File: src/rtl/weight_stream_rx.sv
// rtl/weight_stream_rx.sv - ping-pong kernel assembler between the weight FIFO and the conv MAC array
module weight_stream_rx #(
  parameter int COEFF_WIDTH = 16,
  parameter int KERN_SIZE   = 9
) (
  input  logic                            ap_clk,
  input  logic                            ap_rst_n,
  input  logic [COEFF_WIDTH-1:0]          input_V_dout,
  input  logic                            input_V_empty_n,
  output logic                            input_V_read,
  output logic [KERN_SIZE*COEFF_WIDTH-1:0] kern_data,
  output logic                            kern_valid,
  input  logic                            kern_ready,
  output logic [15:0]                     kern_count
);

  localparam int IDX_W = $clog2(KERN_SIZE);

  logic [COEFF_WIDTH-1:0] bank_q [2][KERN_SIZE];
  logic [1:0]             full_q, full_d;
  logic                   wr_bank_q, wr_bank_d;
  logic                   rd_bank_q, rd_bank_d;
  logic [IDX_W-1:0]       wr_idx_q, wr_idx_d;
  logic [15:0]            kern_count_q, kern_count_d;
  logic                   xfer;
  logic                   last_word;

  // Pop only into a bank that is not holding a complete kernel; never depends on kern_ready.
  assign input_V_read = ap_rst_n & input_V_empty_n & ~full_q[wr_bank_q];
  assign kern_valid   = full_q[rd_bank_q];
  assign xfer         = kern_valid & kern_ready;
  assign last_word    = (wr_idx_q == IDX_W'(KERN_SIZE - 1));
  assign kern_count   = kern_count_q;

  always_comb begin
    kern_data = '0;
    for (int i = 0; i < KERN_SIZE; i++) begin
      kern_data[i*COEFF_WIDTH +: COEFF_WIDTH] = bank_q[rd_bank_q][i];
    end
  end

  // Fill completion and transfer always target different banks, so both updates can apply.
  always_comb begin
    full_d       = full_q;
    wr_bank_d    = wr_bank_q;
    rd_bank_d    = rd_bank_q;
    wr_idx_d     = wr_idx_q;
    kern_count_d = kern_count_q;
    if (input_V_read) begin
      if (last_word) begin
        wr_idx_d          = '0;
        full_d[wr_bank_q] = 1'b1;
        wr_bank_d         = ~wr_bank_q;
      end else begin
        wr_idx_d = wr_idx_q + 1'b1;
      end
    end
    if (xfer) begin
      full_d[rd_bank_q] = 1'b0;
      rd_bank_d         = ~rd_bank_q;
      kern_count_d      = kern_count_q + 16'd1;
    end
  end

  always_ff @(posedge ap_clk or negedge ap_rst_n) begin
    if (!ap_rst_n) begin
      full_q       <= '0;
      wr_bank_q    <= 1'b0;
      rd_bank_q    <= 1'b0;
      wr_idx_q     <= '0;
      kern_count_q <= '0;
      for (int b = 0; b < 2; b++) begin
        for (int i = 0; i < KERN_SIZE; i++) begin
          bank_q[b][i] <= '0;
        end
      end
    end else begin
      full_q       <= full_d;
      wr_bank_q    <= wr_bank_d;
      rd_bank_q    <= rd_bank_d;
      wr_idx_q     <= wr_idx_d;
      kern_count_q <= kern_count_d;
      if (input_V_read) begin
        bank_q[wr_bank_q][wr_idx_q] <= input_V_dout;
      end
    end
  end

endmodule

File: config.mk
export PLATFORM = sky130hd
export DESIGN_NAME = weight_stream_rx
export DESIGN_NICKNAME = d
export VERILOG_FILES = /design/src/rtl/weight_stream_rx.sv
export SDC_FILE = /design/constraint.sdc
export NUM_CORES = 1
export LEC_CHECK = 0
export ABC_AREA = 1
export ABC_CLOCK_PERIOD_IN_PS = 3450
export BUFFER_PORTS_ARGS = -buffer_cell sky130_fd_sc_hd__buf_2
export CAP_MARGIN = 20
export CORE_MARGIN = 3
export CORE_UTILIZATION = 62
export CTS_CLUSTER_DIAMETER = 200
export DETAILED_ROUTE_END_ITERATION = 12
export MAX_ROUTING_LAYER = met4
export PLACE_DENSITY = 0.81
export SYNTH_ARGS = -nofsm -noshare
export SYNTH_HDL_FRONTEND = slang
export SYNTH_SLANG_ARGS = --single-unit
File: constraint.sdc
create_clock -name ap_clk -period 3.45 [get_ports ap_clk]
set_input_delay 0.5175 -clock ap_clk [delete_from_list [all_inputs] [get_ports ap_clk]]
set_output_delay 0.5175 -clock ap_clk [all_outputs]
set_load 0.05 [all_outputs]
==> impl_metrics.tcl, run 1 <==
set metrics [dict create \
    synth_top_area_share_pct 57.5 \
    synth.cell_area_um2 13600 \
    grt_pass1_vias 11100 \
    start_kind "flop" \
    ys_top_cells_by_count "nand2_1, dfrtp_1, o21ai_0" \
    grt_use_total_pct 31.1 \
    port-buffer-count 181 \
    yosysWarnings 0 \
    ys_async_sr_fraction_pct 100 \
    wl_per_cell_um 17.3 \
    cpPeakStageDelay_ns 0.62 \
    cts_root_buf "clkbuf_16" \
    cts_setup_buffers 0 \
    first_pass_iters 5 \
    seqCellArea_um2 7810 \
    endpoint_kind "output port" \
    vdd_ir_drop_max_mv 0.711 \
    dp_hpwl_mm 21.0 \
    worst_pin_slew_ns 0.948 \
    fmax_ghz 0.335 \
    fp.dieW_um 154 \
    diodes 0 \
    cts_buffers 34 \
    pwr_density_cell_nw_per_um2 1050 \
    ys_top_cells_by_area "dfrtp_1, nand2_1, o21ai_0, o21ai_1, clkbuf_1" \
    initial_core_util_pct 63.8 \
    synth_edf_count 0 \
    multi_input_area_um2 5060 \
    cp_common_cell "nand2_1" \
    netlist_instances 1645 \
    cts.sinks 312 \
    status "complete, no violations" \
    rsz0062_at_grt "no" \
    clkLatencyLatePin_ns 0.50 \
    drive_above_1_share_pct 14.5 \
    grt_overflow_total 0 \
    crit_slowest_cell "dfrtp_4" \
    path_class "reg2out" \
    final_area_um2 15600 \
    synth_seq_cells 312 \
    drv_slew 0 \
    synth_flop_cell "dfrtp_1" \
    hold_path.class "in2async" \
    clk_pin_slew_ns 0.06 \
    nFillCells 1616 \
    setup_viol_count_final 0 \
    grt_max_degree 173 \
    critPathMaxFanout 52 \
    finalNetCount 1789 \
    min_period_over_period_pct 86.5 \
    die_area_um2 23700 \
    cp.arrival_ns 2.47 \
    synth.distinct_cells 28 \
    ys_seq_area_share_pct 57.5 \
    num_rows 53 \
    ctsHoldBuffers 0 \
    whs_ns 0.162 \
    setup-tns-final_ns 0 \
    maxSlewHeadroom_pct 36.8 \
    cts.htree.levels 2 \
    routed_wl_mm 35.7 \
    grt_pass1_wl_mm 58.1 \
    ant_nets 0 \
    syn_area_per_cell_um2 8.25 \
    maxCapViolations 0 \
    viasPerCell 5.59 \
    skew_ns 0.0115 \
    cts_resized 0 \
    critical_path_required_ns 2.93 \
    fp.coreArea_um2 21300 \
    drc 0 \
    cts.path.max_buffers 3 \
    drt_iter0_drc 1114 \
    path_cells "inv_4 > buf_12 > nand2_1 > nand2_1 > buf_2" \
    io_pins 182 \
    yosysTopAreaCell "dfrtp_1" \
    vias 11500 \
    syn2layout_area_growth_pct 14.8 \
    place.gp.congestion 0.853 \
    place_area_um2 14400 \
    cts_tree "built" \
    finalHoldViolCount 0 \
    dieHeight_um 154 \
    grt_antenna_before_repair 0 \
    yosysMostFrequentCell "nand2_1" \
    synthesis.nets 1670 \
    leakagePower_nw 8.46 \
    layout_min_cycle_time_ns 2.98 \
]
per-layer routing:
layer  global-route usage [%]  wire length, um
met1                     43.3            15000
met2                     47.6            16800
met3                     4.05             2590
met4                     11.3             1260
met5                        -                0
flip-flops by register name, indices dropped and copies added (netlist names):
| register | flops |
|---|---|
| rd_bank_q | 1 |
| wr_bank_q | 1 |
| full_q | 2 |
| wr_idx_q | 4 |
| kern_count | 16 |
| bank_q | 288 |
critical path: cells and delay by family (launching register included):
family	cells	cell delay (ns)
buffers and inverters	3	1.11
flip-flops	1	0.62
AND/OR/NAND/NOR	2	0.19
cell families after synthesis:
logic type,Yosys count,share of synthesized area (%)
AOI/OAI and AO/OA,281,10.4
xor gates and xnor gates,8,0.516
adders and majority gates,5,0.461
buffers and inverters,148,5.20
DFF,312,57.5
and+or+nand+nor,891,25.9
final cells by class:
cell class	count	area share, %
Sequential cell	312	50.1
Multi-Input combinational cell	1185	32.5
Clock buffer	54	6.80
Timing Repair Buffer	191	6.76
Tap cell	275	2.21
Inverter	40	0.979
Clock inverter	6	0.674
power breakdown:
part	total [mW]	leakage, nW	switching, mW	internal (mW)
sequential	5.73	4.18	0.802	4.93
clock	3.73	0.572	1.41	2.33
combinational	6.91	3.71	5.32	1.59
cell usage in the layout (no fill, tap or decap), drive strengths merged:
cell type  instances
o21ai            278
or2                1
buf              191
nand4              8
nand3             30
ha                 5
inv               38
clkbuf            54
nor2              36
a21oi              2
nand3b             1
xor2               5
nand2            813
xnor2              3
bufinv             3
nor3               2
clkinv             5
a22oi              1
dfrtp            312
stage by stage:
step	util, %	setup WS (ns)	std cells	power, mW
global placement	67.7	1.01	2003	12.4
floorplan	-	1.33	1645	10.8
CTS	73.2	0.502	2063	16.4
detailed placement	67.7	0.876	2003	12.6
finish	73.2	0.466	2063	16.4
global route	73.2	0.399	2063	17.2
path summary, 6_finish.rpt:
check / start / endpoint / slack (ns) / depth (start not counted)
max: rd_bank_q$_DFFE_PN0P_ / kern_data[5] / 0.47 / 5
min: ap_rst_n / kern_count[13]$_DFFE_PN0P_ / 0.16 / 2
max reg2reg: wr_bank_q$_DFFE_PN0P_ / bank_q[180]$_DFFE_PN0P_ / 0.92 / 6
min reg2reg: bank_q[151]$_DFFE_PN0P_ / bank_q[151]$_DFFE_PN0P_ / 0.47 / 2
max in group asynchronous: ap_rst_n / rd_bank_q$_DFFE_PN0P_ / 1.91 / 3
min in group ap_clk: input_V_dout[13] / bank_q[157]$_DFFE_PN0P_ / 0.27 / 3
Power figures use the tool's default switching activity.
==> run 2: changes to the inputs <==
--- a/config.mk
+++ b/config.mk
@@ -9,12 +9,14 @@
 export ABC_CLOCK_PERIOD_IN_PS = 3450
 export BUFFER_PORTS_ARGS = -buffer_cell sky130_fd_sc_hd__buf_2
 export CAP_MARGIN = 20
+export CELL_PAD_IN_SITES_DETAIL_PLACEMENT = 0
+export CELL_PAD_IN_SITES_GLOBAL_PLACEMENT = 1
 export CORE_MARGIN = 3
-export CORE_UTILIZATION = 62
+export CORE_UTILIZATION = 46
 export CTS_CLUSTER_DIAMETER = 200
 export DETAILED_ROUTE_END_ITERATION = 12
 export MAX_ROUTING_LAYER = met4
-export PLACE_DENSITY = 0.81
+export PLACE_DENSITY = 0.8
 export SYNTH_ARGS = -nofsm -noshare
 export SYNTH_HDL_FRONTEND = slang
 export SYNTH_SLANG_ARGS = --single-unit
==> impl_metrics.tcl, run 2 (same netlist as run 1, synthesis figures left out) <==
set metrics [dict create \
    fmax_ghz 0.349 \
    min_to "bank_q[145]$_DFFE_PN0P_" \
    cts_tree "built" \
    crit_start "rd_bank_q$_DFFE_PN0P_" \
    num_rows 62 \
    endpoint_kind "output port" \
    dieHeight_um 178 \
    grt_use_total_pct 24.5 \
    pre_cts_slack_ns 0.870 \
    crit_slowest_cell "buf_4" \
    critical_path_required_ns 2.93 \
    wl_per_cell_um 17.0 \
    setup-tns-final_ns 0 \
    status "complete, no violations" \
    place_area_um2 14500 \
    syn2layout_area_growth_pct 16.9 \
    final_cell_mix "nand2_1, dfrtp_1, o21ai_0" \
    largest_reg_flops 288 \
    cts.sinks 312 \
    dp_hpwl_mm 22.1 \
    critPathMaxFanout 73 \
    grt_pass1_vias 10400 \
    rsz0062_at_grt "no" \
    place.gp.congestion 0.773 \
    r2r_cells 5 \
    maxSlewHeadroom_pct 34.2 \
    diodes 0 \
    power_mw 16.6 \
    cp.arrival_ns 2.34 \
    cts_setup_buffers 0 \
    grt_antenna_before_repair 0 \
    setup_viol_count_final 0 \
    r2r_start "wr_bank_q$_DFFE_PN0P_" \
    drv_slew 0 \
    fp.coreArea_um2 28900 \
    cpPeakStageDelay_ns 0.71 \
    final_cell_count_no_fill 2180 \
    drt_iter0_drc 940 \
    whs_ns 0.263 \
    viasPerCell 5.08 \
    leakagePower_nw 8.53 \
    ant_nets 0 \
    utilization_pct 55.0 \
    routed_wl_mm 37.1 \
    path_cells "buf_4 > nand2_1 > nand2_1 > buf_2" \
    critPathBufInv 2 \
    cts_root_buf "clkbuf_16" \
    layout_commonest_cell "nand2_1" \
    first_pass_iters 5 \
    hold_path_startpoint "input_V_dout[1]" \
    finalHoldViolCount 0 \
    port-buffer-count 181 \
    hold_path.class "in2reg" \
    clk_pin_slew_ns 0.06 \
    cp_common_cell "nand2_1" \
    initial_core_util_pct 47.0 \
    r2r_slack_ns 0.94 \
    crit_family "buffers and inverters" \
    path_class "reg2out" \
    cts.path.max_buffers 3 \
    skew_ns 0.0168 \
    layout_min_cycle_time_ns 2.86 \
    grt_pass1_wl_mm 58.9 \
    cts.htree.levels 2 \
    drc 0 \
    grt_max_degree 151 \
    fp.dieW_um 178 \
    die_area_um2 31600 \
    setup_ws_ns 0.588 \
    finalNetCount 1795 \
    clkLatencyLatePin_ns 0.51 \
    min_period_over_period_pct 83.0 \
    holdPathStages 3 \
    cts_buffers 36 \
    nFillCells 2774 \
    timing.rr.end "bank_q[140]$_DFFE_PN0P_" \
    maxCapViolations 0 \
    worst_pin_slew_ns 0.986 \
    io_pins 182 \
    cts_resized 0 \
    vdd_ir_drop_max_mv 0.641 \
    start_kind "flop" \
    grt_overflow_total 0 \
    final_area_um2 15900 \
    vias 11100 \
    placed_cells 2114 \
    pwr_density_cell_nw_per_um2 1050 \
    regMostFlops "bank_q" \
    drive_above_1_share_pct 15.1 \
]
[run 2: changes by cell type in the layout (fill, tap and decap cells not counted)]
cell | previous run | this run
buf_16 | 0 | 1
clkbuf_1 | 10 | 6
buf_4 | 5 | 9
bufinv_16 | 3 | 4
clkbuf_8 | 7 | 14
clkinv_2 | 3 | 1
dlygate4sd3_1 | 0 | 1
inv_8 | 0 | 1
clkinvlp_4 | 0 | 1
buf_12 | 5 | 3
[run 2: area by class of cell]
| class | count | area [um2] | area share [%] |
|---|---|---|---|
| clock inverter | 7 | 144 | 0.907 |
| timing repair buffer | 195 | 1080 | 6.81 |
| inverter | 40 | 153 | 0.962 |
| sequential | 312 | 7810 | 49.2 |
| clock buffer | 57 | 1140 | 7.19 |
| tap | 384 | 480 | 3.03 |
| multi-input combinational | 1185 | 5060 | 31.9 |
[run 2: repair_timing]
action / CTS / global route
hold endpoints to repair: 12 / 0
hold buffers: 1 / 0
setup endpoints to repair: 0 / 0
[run 2: how the worst max path moves through the flow]
stage,slack (ns),endpoint,cells past startpoint
final,0.59,kern_data[99],4
after global routing,0.45,kern_data[38],4
after floorplan,1.33,kern_data[10],6
after detailed placement,0.87,bank_q[140]$_DFFE_PN0P_,6
after global placement,1.0,bank_q[166]$_DFFE_PN0P_,6
after CTS,0.58,kern_data[97],4
[run 2: tightest hold or removal path, delay by kind of cell]
| family | cells | cell delay, ns |
|---|---|---|
| and+or+nand+nor | 2 | 0.12 |
| buffers and inverters | 1 | 0.09 |
[run 2: report_power, final]
group | total (mW) | internal (mW) | leakage [nW] | switching [mW]
logic | 6.89 | 1.57 | 3.72 | 5.31
clock network | 4.04 | 2.57 | 0.630 | 1.48
registers | 5.66 | 4.93 | 4.18 | 0.737
[run 2: routing by layer]
metal / track usage (%) / part of all wire (%) / up-vias
li1: - / - / 5450
met1: 34.7 / 47 / 5301
met2: 38.0 / 46 / 294
met3: 3.10 / 5.2 / 40
met4: 5.46 / 1.8 / 0
met5: - / 0 / -
==> run 3: changes to the inputs <==
--- a/config.mk
+++ b/config.mk
@@ -6,17 +6,17 @@
 export NUM_CORES = 1
 export LEC_CHECK = 0
 export ABC_AREA = 1
-export ABC_CLOCK_PERIOD_IN_PS = 3450
+export ABC_CLOCK_PERIOD_IN_PS = 2500
 export BUFFER_PORTS_ARGS = -buffer_cell sky130_fd_sc_hd__buf_2
 export CAP_MARGIN = 20
 export CELL_PAD_IN_SITES_DETAIL_PLACEMENT = 0
 export CELL_PAD_IN_SITES_GLOBAL_PLACEMENT = 1
 export CORE_MARGIN = 3
-export CORE_UTILIZATION = 46
+export CORE_UTILIZATION = 39
 export CTS_CLUSTER_DIAMETER = 200
 export DETAILED_ROUTE_END_ITERATION = 12
 export MAX_ROUTING_LAYER = met4
-export PLACE_DENSITY = 0.8
+export PLACE_DENSITY = 0.72
 export SYNTH_ARGS = -nofsm -noshare
 export SYNTH_HDL_FRONTEND = slang
 export SYNTH_SLANG_ARGS = --single-unit
==> constraint.sdc (replaced) <==
create_clock -name ap_clk -period 2.5 [get_ports ap_clk]
set_input_delay 0.375 -clock ap_clk [delete_from_list [all_inputs] [get_ports ap_clk]]
set_output_delay 0.375 -clock ap_clk [all_outputs]
set_load 0.05 [all_outputs]
==> impl_metrics.tcl, run 3 (same netlist as run 1, synthesis figures left out) <==
set metrics [dict create \
    status "complete, no violations" \
    drt_iter0_drc 774 \
    cts_tree "built" \
    drc 0 \
    leakagePower_nw 8.57 \
    setup_ws_ns 0.0855 \
    clk_pin_slew_ns 0.06 \
    cts.sinks 312 \
    skew_ns 0.0110 \
    die_area_um2 37100 \
    worst_pin_slew_ns 1.00 \
    rsz0062_at_grt "yes" \
    grt_overflow_total 0 \
    path_class "reg2out" \
    fp.dieW_um 193 \
    first_pass_iters 6 \
    finalNetCount 1810 \
    place.gp.congestion 0.775 \
    syn2layout_area_growth_pct 18.1 \
    vias 11000 \
    drive_above_1_share_pct 15.7 \
    pre_cts_slack_ns 0.518 \
    layout_commonest_cell "nand2_1" \
    critPathMaxFanout 57 \
    cts_root_buf "clkbuf_16" \
    finalHoldViolCount 0 \
    num_rows 67 \
    fmax_ghz 0.414 \
    grt_pass1_wl_mm 61.9 \
    setup-tns-final_ns 0 \
    critical_path_required_ns 2.12 \
    cts.htree.levels 2 \
    cts.path.max_buffers 3 \
    cp.arrival_ns 2.04 \
    hold_path.class "in2reg" \
    final_cell_mix "nand2_1, dfrtp_1, o21ai_0" \
    diodes 0 \
    initial_core_util_pct 40.0 \
    maxSlewHeadroom_pct 33.1 \
    grt_pass1_vias 10600 \
    port-buffer-count 181 \
    pwr_density_cell_nw_per_um2 1420 \
    fp.coreArea_um2 34000 \
    dp_hpwl_mm 23.8 \
    cts_buffers 36 \
    routed_wl_mm 38.9 \
    min_period_over_period_pct 96.6 \
    grt_max_degree 137 \
    clkLatencyLatePin_ns 0.51 \
    final_cell_count_no_fill 2257 \
    ant_nets 0 \
    grt_antenna_before_repair 0 \
    largest_reg_flops 288 \
    placed_cells 2194 \
    viasPerCell 4.87 \
    vdd_ir_drop_max_mv 0.762 \
    grt_use_total_pct 22.0 \
    maxCapViolations 0 \
    dieHeight_um 193 \
    drv_slew 0 \
    power_mw 22.8 \
    endpoint_kind "output port" \
    setup_viol_count_final 0 \
    layout_min_cycle_time_ns 2.41 \
    wl_per_cell_um 17.2 \
    io_pins 182 \
    start_kind "flop" \
    regMostFlops "bank_q" \
]
==> run 3: final timing paths <==
check | start | to | slack, ns | depth (start not counted)
min in group asynchronous | ap_rst_n | kern_count[9]$_DFFE_PN0P_ | 0.27 | 2
setup / recovery | rd_bank_q$_DFFE_PN0P_ | kern_data[61] | 0.09 | 5
max in group asynchronous | ap_rst_n | bank_q[70]$_DFFE_PN0P_ | 1.24 | 3
hold / removal | input_V_dout[14] | bank_q[158]$_DFFE_PN0P_ | 0.12 | 3
setup reg to reg | wr_idx_q[0]$_DFFE_PN0P_ | bank_q[5]$_DFFE_PN0P_ | 0.56 | 7
hold reg to reg | bank_q[159]$_DFFE_PN0P_ | bank_q[159]$_DFFE_PN0P_ | 0.47 | 2
==> run 3: critical path, stage by stage (launching register included) <==
cell     delay [ns]
dfrtp_4        0.53
inv_6          0.20
buf_16         0.28
nand2_1        0.08
nand2_1        0.12
buf_2          0.28
==> run 3: power by group <==
part           internal, mW  switching [mW]
combinational          2.30            7.43
sequential             6.80           0.961
clock                  3.25            2.02
total                  12.3            10.4
==> run 3: per-stage QoR <==
stage / util (%) / instance area, um2 / hold WS [ns]
2_1_floorplan: - / 13600 / 0.0794
3_3_place_gp: 43.6 / 14800 / 0.195
3_5_place_dp: 43.6 / 14800 / 0.196
4_1_cts: 47.2 / 16000 / 0.0998
5_1_grt: 47.2 / 16000 / 0.123
6_report: 47.2 / 16000 / 0.121
==> run 3: per-layer routing <==
layer  global-route usage (%)  vias up  wire length (um)
li1                         -     5469                 -
met1                     31.3     5268             18900
met2                     34.1      218             17800
met3                     3.11       46              1640
met4                     4.34        0               592
met5                        -        -                 0
==> run 3: cell type report <==
| type | instances | area, um2 |
|---|---|---|
| Timing Repair Buffer | 210 | 1250 |
| Clock inverter | 11 | 133 |
| Sequential cell | 312 | 7810 |
| Clock buffer | 51 | 1060 |
| Inverter | 40 | 155 |
| Tap cell | 448 | 561 |
| Multi-Input combinational cell | 1185 | 5060 |
| Fill cell | 3399 | 17900 |
==> run 3: repair_timing <==
action,in CTS,in global routing
endpoints found under the setup margin,7,6
gates cloned,0,0
hold endpoints to repair,8,0
buffers inserted,0,0
hold buffers,1,0
gates resized for setup,2,6
